$ cat src/rtl/bottling_line_sequencer.sv
// bottling_line_sequencer: fill/cork line FSM with cork stock, dozen tally and box count
module bottling_line_sequencer #(
  parameter int TIMEOUT_CYCLES = 50000,
  parameter int CORK_MAX = 99,
  parameter int DOZEN = 12,
  parameter int BOX_MAX = 99
) (
  input  logic       clock,
  input  logic       reset,
  input  logic       enable,
  input  logic       pg,
  input  logic       ch,
  input  logic       ro,
  input  logic       cq,
  input  logic       eb,
  input  logic       refill,
  output logic       motor,
  output logic       ev,
  output logic       ve,
  output logic       alarme,
  output logic [6:0] cork_count,
  output logic [3:0] dozen_count,
  output logic [6:0] box_count,
  output logic       dozen_done,
  output logic [2:0] state
);
  localparam int TW = $clog2(TIMEOUT_CYCLES) + 1;
  typedef enum logic [2:0] {
    IDLE = 3'd0, ADVANCE = 3'd1, FILL = 3'd2, CAP = 3'd3,
    INSPECT = 3'd4, EJECT = 3'd5, ALARM = 3'd6
  } state_t;
  state_t cur, nxt;
  logic [TW-1:0] timer;
  logic waiting, exit_cond, timed_out, corked, good, box_full;
  always_comb begin
    waiting = (cur == ADVANCE) || (cur == FILL) || (cur == CAP) || (cur == EJECT);
    exit_cond = (cur == ADVANCE) ? pg : (cur == FILL) ? ch : (cur == CAP) ? ro : (cur == EJECT) ? eb : 1'b0;
    timed_out = waiting && !exit_cond && (timer == TW'(TIMEOUT_CYCLES - 1));
    nxt = cur;
    if (cur == ALARM) nxt = enable ? ALARM : IDLE;
    else if (!enable) nxt = IDLE;
    else if (timed_out) nxt = ALARM;
    else
      case (cur)
        IDLE:    nxt = ADVANCE;
        ADVANCE: nxt = pg ? FILL : ADVANCE;
        FILL:    nxt = !ch ? FILL : (cork_count != 7'd0) ? CAP : ALARM;
        CAP:     nxt = ro ? INSPECT : CAP;
        INSPECT: nxt = cq ? ADVANCE : EJECT;
        EJECT:   nxt = eb ? ADVANCE : EJECT;
        default: nxt = IDLE;
      endcase
    corked = (cur == CAP) && (nxt == INSPECT);
    good = (cur == INSPECT) && (nxt == ADVANCE);
    box_full = dozen_count == 4'(DOZEN - 1);
  end
  always_ff @(posedge clock or posedge reset)
    if (reset) begin
      cur <= IDLE;
      timer <= '0;
      cork_count <= 7'(CORK_MAX);
      dozen_count <= '0;
      box_count <= '0;
      dozen_done <= 1'b0;
    end else begin
      cur <= nxt;
      timer <= (nxt != cur || !waiting) ? '0 : timer + TW'(1);
      cork_count <= refill ? 7'(CORK_MAX) : corked ? cork_count - 7'd1 : cork_count;
      dozen_done <= good && box_full;
      if (good) begin
        dozen_count <= box_full ? 4'd0 : dozen_count + 4'd1;
        if (box_full) box_count <= (box_count == 7'(BOX_MAX)) ? 7'd0 : box_count + 7'd1;
      end
    end
  assign motor = (cur == ADVANCE) || (cur == EJECT);
  assign ev = cur == FILL;
  assign ve = cur == CAP;
  assign alarme = cur == ALARM;
  assign state = cur;
endmodule

$ cat config.mk
export PLATFORM = sky130hd
export DESIGN_NAME = bottling_line_sequencer
export DESIGN_NICKNAME = d
export VERILOG_FILES = /design/src/rtl/bottling_line_sequencer.sv
export SDC_FILE = /design/constraint.sdc
export NUM_CORES = 1
export LEC_CHECK = 0
export ABC_AREA = 1
export CORE_MARGIN = 2
export CORE_UTILIZATION = 50
export CTS_CLUSTER_SIZE = 40
export DETAILED_ROUTE_END_ITERATION = 8
export PLACE_DENSITY = 0.8
export RECOVER_POWER = 25
export SETUP_SLACK_MARGIN = 0.15
export SLEW_MARGIN = 25
export SYNTH_ARGS = -nofsm -noshare
export SYNTH_HDL_FRONTEND = slang
export SYNTH_SLANG_ARGS = --single-unit
$ cat constraint.sdc
create_clock -name clock -period 2.05 [get_ports clock]
set_input_delay 0.41 -clock clock [delete_from_list [all_inputs] [get_ports clock]]
set_output_delay 0.41 -clock clock [all_outputs]
set_load 0.03 [all_outputs]
**Yosys cells after proc, flatten, opt, wreduce, memory -nomap -nowiden**

Index checks and enable logic that the tools add are counted.

- Register bits after elaboration: 39
- Bits of input ports: 9
- Output and inout port bits: 26
- Word-level logic and storage cells: 58

- Add/sub/neg operators: 4
- Equality and inequality tests: 12
- Mux-type cells: 20
- Reductions and logical operators: 16

Operator list:

| cell | number |
|---|---|
| $mux W3 | 9 |
| $mux W7 | 3 |
| $pmux W3 S6 | 1 |
| $add A17 B1 Y17 const B | 1 |
| $eq A17 B16 Y1 const B | 1 |
| $mux W17 | 1 |
| $eq A3 B3 Y1 const B | 4 |
| $add A7 B1 Y7 const B | 1 |
| $eq A7 B7 Y1 const B | 1 |
| $reduce_bool A7 Y1 | 1 |
| $sub A7 B1 Y7 const B | 1 |
| $eq A3 B1 Y1 const B | 2 |
| $eq A3 B2 Y1 const B | 2 |
| $logic_and A1 B1 Y1 | 5 |
| $logic_or A1 B1 Y1 | 5 |
| $add A4 B1 Y4 const B | 1 |
| $eq A4 B4 Y1 const B | 1 |
| $mux W1 | 4 |
| $mux W4 | 1 |
| $logic_not A3 Y1 | 1 |
| $ne A3 B3 Y1 | 1 |
| $logic_not A1 Y1 | 2 |
| $mux W2 | 1 |
| $reduce_and A2 Y1 | 1 |
| $reduce_bool A2 Y1 | 1 |

**Depth between registers and ports, before layout**

- Depth in word-level cells: 15
- Mapped depth: 15
- Depth with buffers taken out: 14

**Worst setup path before layout**

OpenSTA, ideal clock, no wires.

- Kind: register to register
- From: register cur[2] (netlist: state[2])
- To: register timer[14]
- Setup time: 124 ps
- Arrival time: 2,246 ps
- Required time: 1,926 ps
- Path slack: -321 ps
- Stages on the path, launching flop included: 12
- Path buffers: 2
- Path through: dfrtp_1 -> buf_6 -> inv_2 -> nor3_1 -> nor2_1 -> nand2_2 -> nand2_4 -> nand2_1 -> nand2_2 -> nand2_4 -> buf_12 -> nor2_4

RTL lines:

| item | line | text |
|---|---|---|
| start, declared | 32 | `state_t cur, nxt;` |
| start signal, assigned | 66 | `cur <= nxt;` |
| $eq A3 B3 Y1 | - |  |
| net alarme | 20 | `output logic alarme,` |
| $mux W3 | 40 | `if (cur == ALARM) nxt = enable ? ALARM : IDLE;` |
| $ne A3 B3 Y1 | 67 | `timer <= (nxt != cur \|\| !waiting) ? '0 : timer + TW'(1);` |
| $logic_or A1 B1 Y1 | 67 |  |
| $mux W17 | 67 |  |
| end signal, assigned | 67 |  |
| end, declared | 33 | `logic [TW-1:0] timer;` |

The timed path passes the listed nets, and every way through them passes these cells.
A chain may end at the register's enable or synchronous reset.

**Final worst setup path**

- From: register cur[2] (netlist: state[2])
- To: register timer[10]

- Cells in the longest elaborated chain, start to end: 14

Ends and longest elaborated chain:

| item | line | text |
|---|---|---|
| $eq A3 B3 Y1 | 36, 37, 44 |  |
| $mux W1 (4 in a row) | 37 | `exit_cond = (cur == ADVANCE) ? pg : (cur == FILL) ? ch : (cur == CAP) ? ro : (cur == EJECT) ? eb : 1'b0;` |
| $logic_not A1 Y1 | 38 | `timed_out = waiting && !exit_cond && (timer == TW'(TIMEOUT_CYCLES - 1));` |
| $logic_and A1 B1 Y1 (2 in a row) | 38 |  |
| $mux W3 | 42 | `else if (timed_out) nxt = ALARM;` |
| $mux W3 | 41 | `else if (!enable) nxt = IDLE;` |
| $mux W3 | 40 |  |
| $ne A3 B3 Y1 | 67 |  |
| $logic_or A1 B1 Y1 * | 67 |  |
| $mux W17 * | 67 |  |

Every way passes the cells marked *; elsewhere a longest branch is shown, timed or not.

==> reports/results.ini <==
[routing]
drt_pass1_iterations=4
via_per_inst=5.06
vias=2265
ant_nets=0
wl_per_cell_microns=13.3
drc=0
routed_wl_microns=5940
drt_iter0_drc=100

[status]
outcome=finished clean

[die]
num_io_pins=35
die_x_microns=74.1
fp.dieH_microns=74.1
num_rows=25
die_area_sq_um=5480
core_sq_um=4720
initial_core_util=0.519

[grt]
grt_pass1_wl_microns=9140
grt_max_degree=40
grt_usage=0.215
overflow=0
antenna_found_initial=0
grt_pass1_vias=2137

[min_path]
hold_class=flip-flop to flip-flop
worstHoldStart=cork_count[6]$_DFFE_PP1P_

[power]
vdd_drop_max_uv=419
p_leak_nw=1.63
cellPowerDensity_nw_per_um2=600

[yosys]
synth_sequential_area_ratio=0.400
ys.flop_type=dfrtp_1
ys_seq_elements=39
ys_warn_count=0
syn-instance-count=307
avgSynthCellArea_sq_um=7.99
syn_nets=321
synth_edf_count=0
netlist-cell-type-count=28
syn-cell-area_sq_um=2450
ys_async_sr_fraction=1.00

[finish]
drive_above_1_share=0.323
fin_nets=394
postLayoutCoreUtil=0.737
diodes=0
areaGrowthSynthToFinish_pct=41.8
n_fill_cell=341

[clock_network]
cts_max_level=2
clkTransAtPathRegs_ns=0.08
numCtsBuffers=5
clockBufferDepth=2
cts_tree=built
cts.sinks=39
clk_latency_ns=0.29
hold_buffers=0
root_buffer=clkbuf_8

[sta]
fin_ws_ns=0.0752
finClkSkew_ns=0.0118
hold_viol_final=0
fin_crit_sh=0.963
drv_slew=0
setup-violations-final=0
min_period_ns=1.97
grt_setup_unrepaired=true
slew_headroom=0.369
fmax_ghz=0.506
worst_pin_slew_ns=0.947

[worst_setup_path]
cp-start-kind=flip-flop
reg2reg_slack_ns=0.08
worstPathArrival_ns=2.19
timing.setup.critical_path_class=flip-flop to flip-flop
cp-startpoint=state[2]$_DFF_PP0_
crit_path_max_fanout=8
crit_path_end_kind=flip-flop
cp_data_required_time_ns=2.27
rr_startpoint=state[2]$_DFF_PP0_

[run]
maxCapViolCount=0

[place]
gp_congestion=0.876
dp_hpwl_microns=3600
place.port_buffers=34
dp_slack_ns=-0.166

==> worst paths after layout <==
path / to / depth (start not counted)
setup reg to reg: timer[10]$_DFF_PP0_ / 12
hold / removal: cork_count[6]$_DFFE_PP1P_ / 2
setup / recovery: timer[10]$_DFF_PP0_ / 12
min in group asynchronous: timer[13]$_DFF_PP0_ / 3
max in group asynchronous: state[2]$_DFF_PP0_ / 3
hold reg to reg: cork_count[6]$_DFFE_PP1P_ / 2
==> cells in the final DEF (no fill, tap or decap), types with 4 or more instances in the layout <==
cell	synthesis	routed
nand2_1	70	65
inv_1	37	34
dfrtp_1	35	32
buf_4	1	26
nor2_4	15	25
nor2_1	36	24
clkdlybuf4s50_1	0	21
nand3_1	26	20
xor2_1	15	15
nand2_4	3	9
nand2_2	9	8
nand4_1	7	7
nor2_2	5	7
dlygate4sd2_1	0	7
nand3_2	1	6
o21ai_1	6	6
o21ai_0	7	5
xnor2_1	5	5
clkbuf_8	0	5
inv_4	0	4
dfstp_2	4	4
clkbuf_2	0	4
buf_6	2	4
==> cells in the mapped netlist, types with 6 or more instances <==
cell type,count,area [sq um]
nand2_1,70,263
inv_1,37,139
nor2_1,36,135
dfrtp_1,35,876
nand3_1,26,130
nor2_4,15,169
xor2_1,15,131
nand2_2,9,56.3
nand4_1,7,43.8
o21ai_0,7,35.0
o21ai_1,6,30.0
==> where the power goes <==
group,internal (W),total [W],switching (W),leakage (nW)
sequential,0.000797,0.000822,0.0000247,0.487
clock,0.000487,0.000748,0.000261,0.0654
combinational,0.000199,0.000517,0.000318,1.08
total,0.00148,0.00209,0.000604,1.63
==> per-stage QoR <==
stage / cell area [sq um] / power [W] / cells / hold slack [ns] / setup TNS [ns]
2_1_floorplan: 2490 / 0.00111 / 307 / 0.432 / 0
3_3_place_gp: 3030 / 0.00120 / 424 / 0.453 / -1.21
3_5_place_dp: 3030 / 0.00120 / 424 / 0.458 / -3.15
4_1_cts: 3270 / 0.00201 / 441 / 0.466 / 0
5_1_grt: 3480 / 0.00218 / 448 / 0.516 / -0.0671
6_report: 3480 / 0.00209 / 448 / 0.490 / 0
==> metal layers <==
layer | vias up | part of all wire | GRT usage
met4 | 0 | 0.022 | 0.0848
met2 | 52 | 0.51 | 0.370
met3 | 15 | 0.042 | 0.0501
met1 | 1085 | 0.42 | 0.261
met5 | - | 0 | 0
li1 | 1113 | - | -
==> area by class of cell <==
class                   instances  area, sq um  area share
multi-input cells             225         1500       0.432
flip-flops and latches         39          985       0.283
repair buffers                 68          612       0.176
inverters                      41          164      0.0471
well taps                      67         83.8      0.0241
clock buffers                   6         72.6      0.0209
clock inverters                 2         60.1      0.0173
==> registers in the layout, indices dropped and copies added, names as in the netlist <==
| name | cells |
|---|---|
| box_count | 7 |
| cork_count | 7 |
| state | 3 |
| dozen_count | 4 |
| timer | 17 |
| dozen_done | 1 |
==> worst max-delay path: stages, from the launching register on <==
cell and delay, ns:
dfrtp_2 0.44, buf_4 0.18, o21ai_2 0.17, nand3_2 0.12, nor2_4 0.14, nor2_4 0.06, buf_4 0.14, nand3_2 0.07
nand3_4 0.08, nor2_4 0.14, buf_12 0.13, nand2_8 0.11, nor2_4 0.11
==> cell families (layout without fill, tap and decap cells) <==
group           Yosys count  after routing  synth area share
flops                    39             39             0.400
xor+xnor                 20             20            0.0714
simple gates            183            185             0.390
compound gates           15             15            0.0306
fa+ha+maj                 5              5            0.0255
buf+inv                  45            117            0.0831
==> what timing repair did <==
| item | in CTS | in global routing |
|---|---|---|
| pin swaps | 3 | 23 |
| buffers inserted | 8 | 6 |
| cloned | 1 | 1 |
| endpoints found under the setup margin | 36 | 40 |
| resized for setup | 25 | 48 |
Power figures use the tool's default switching activity.
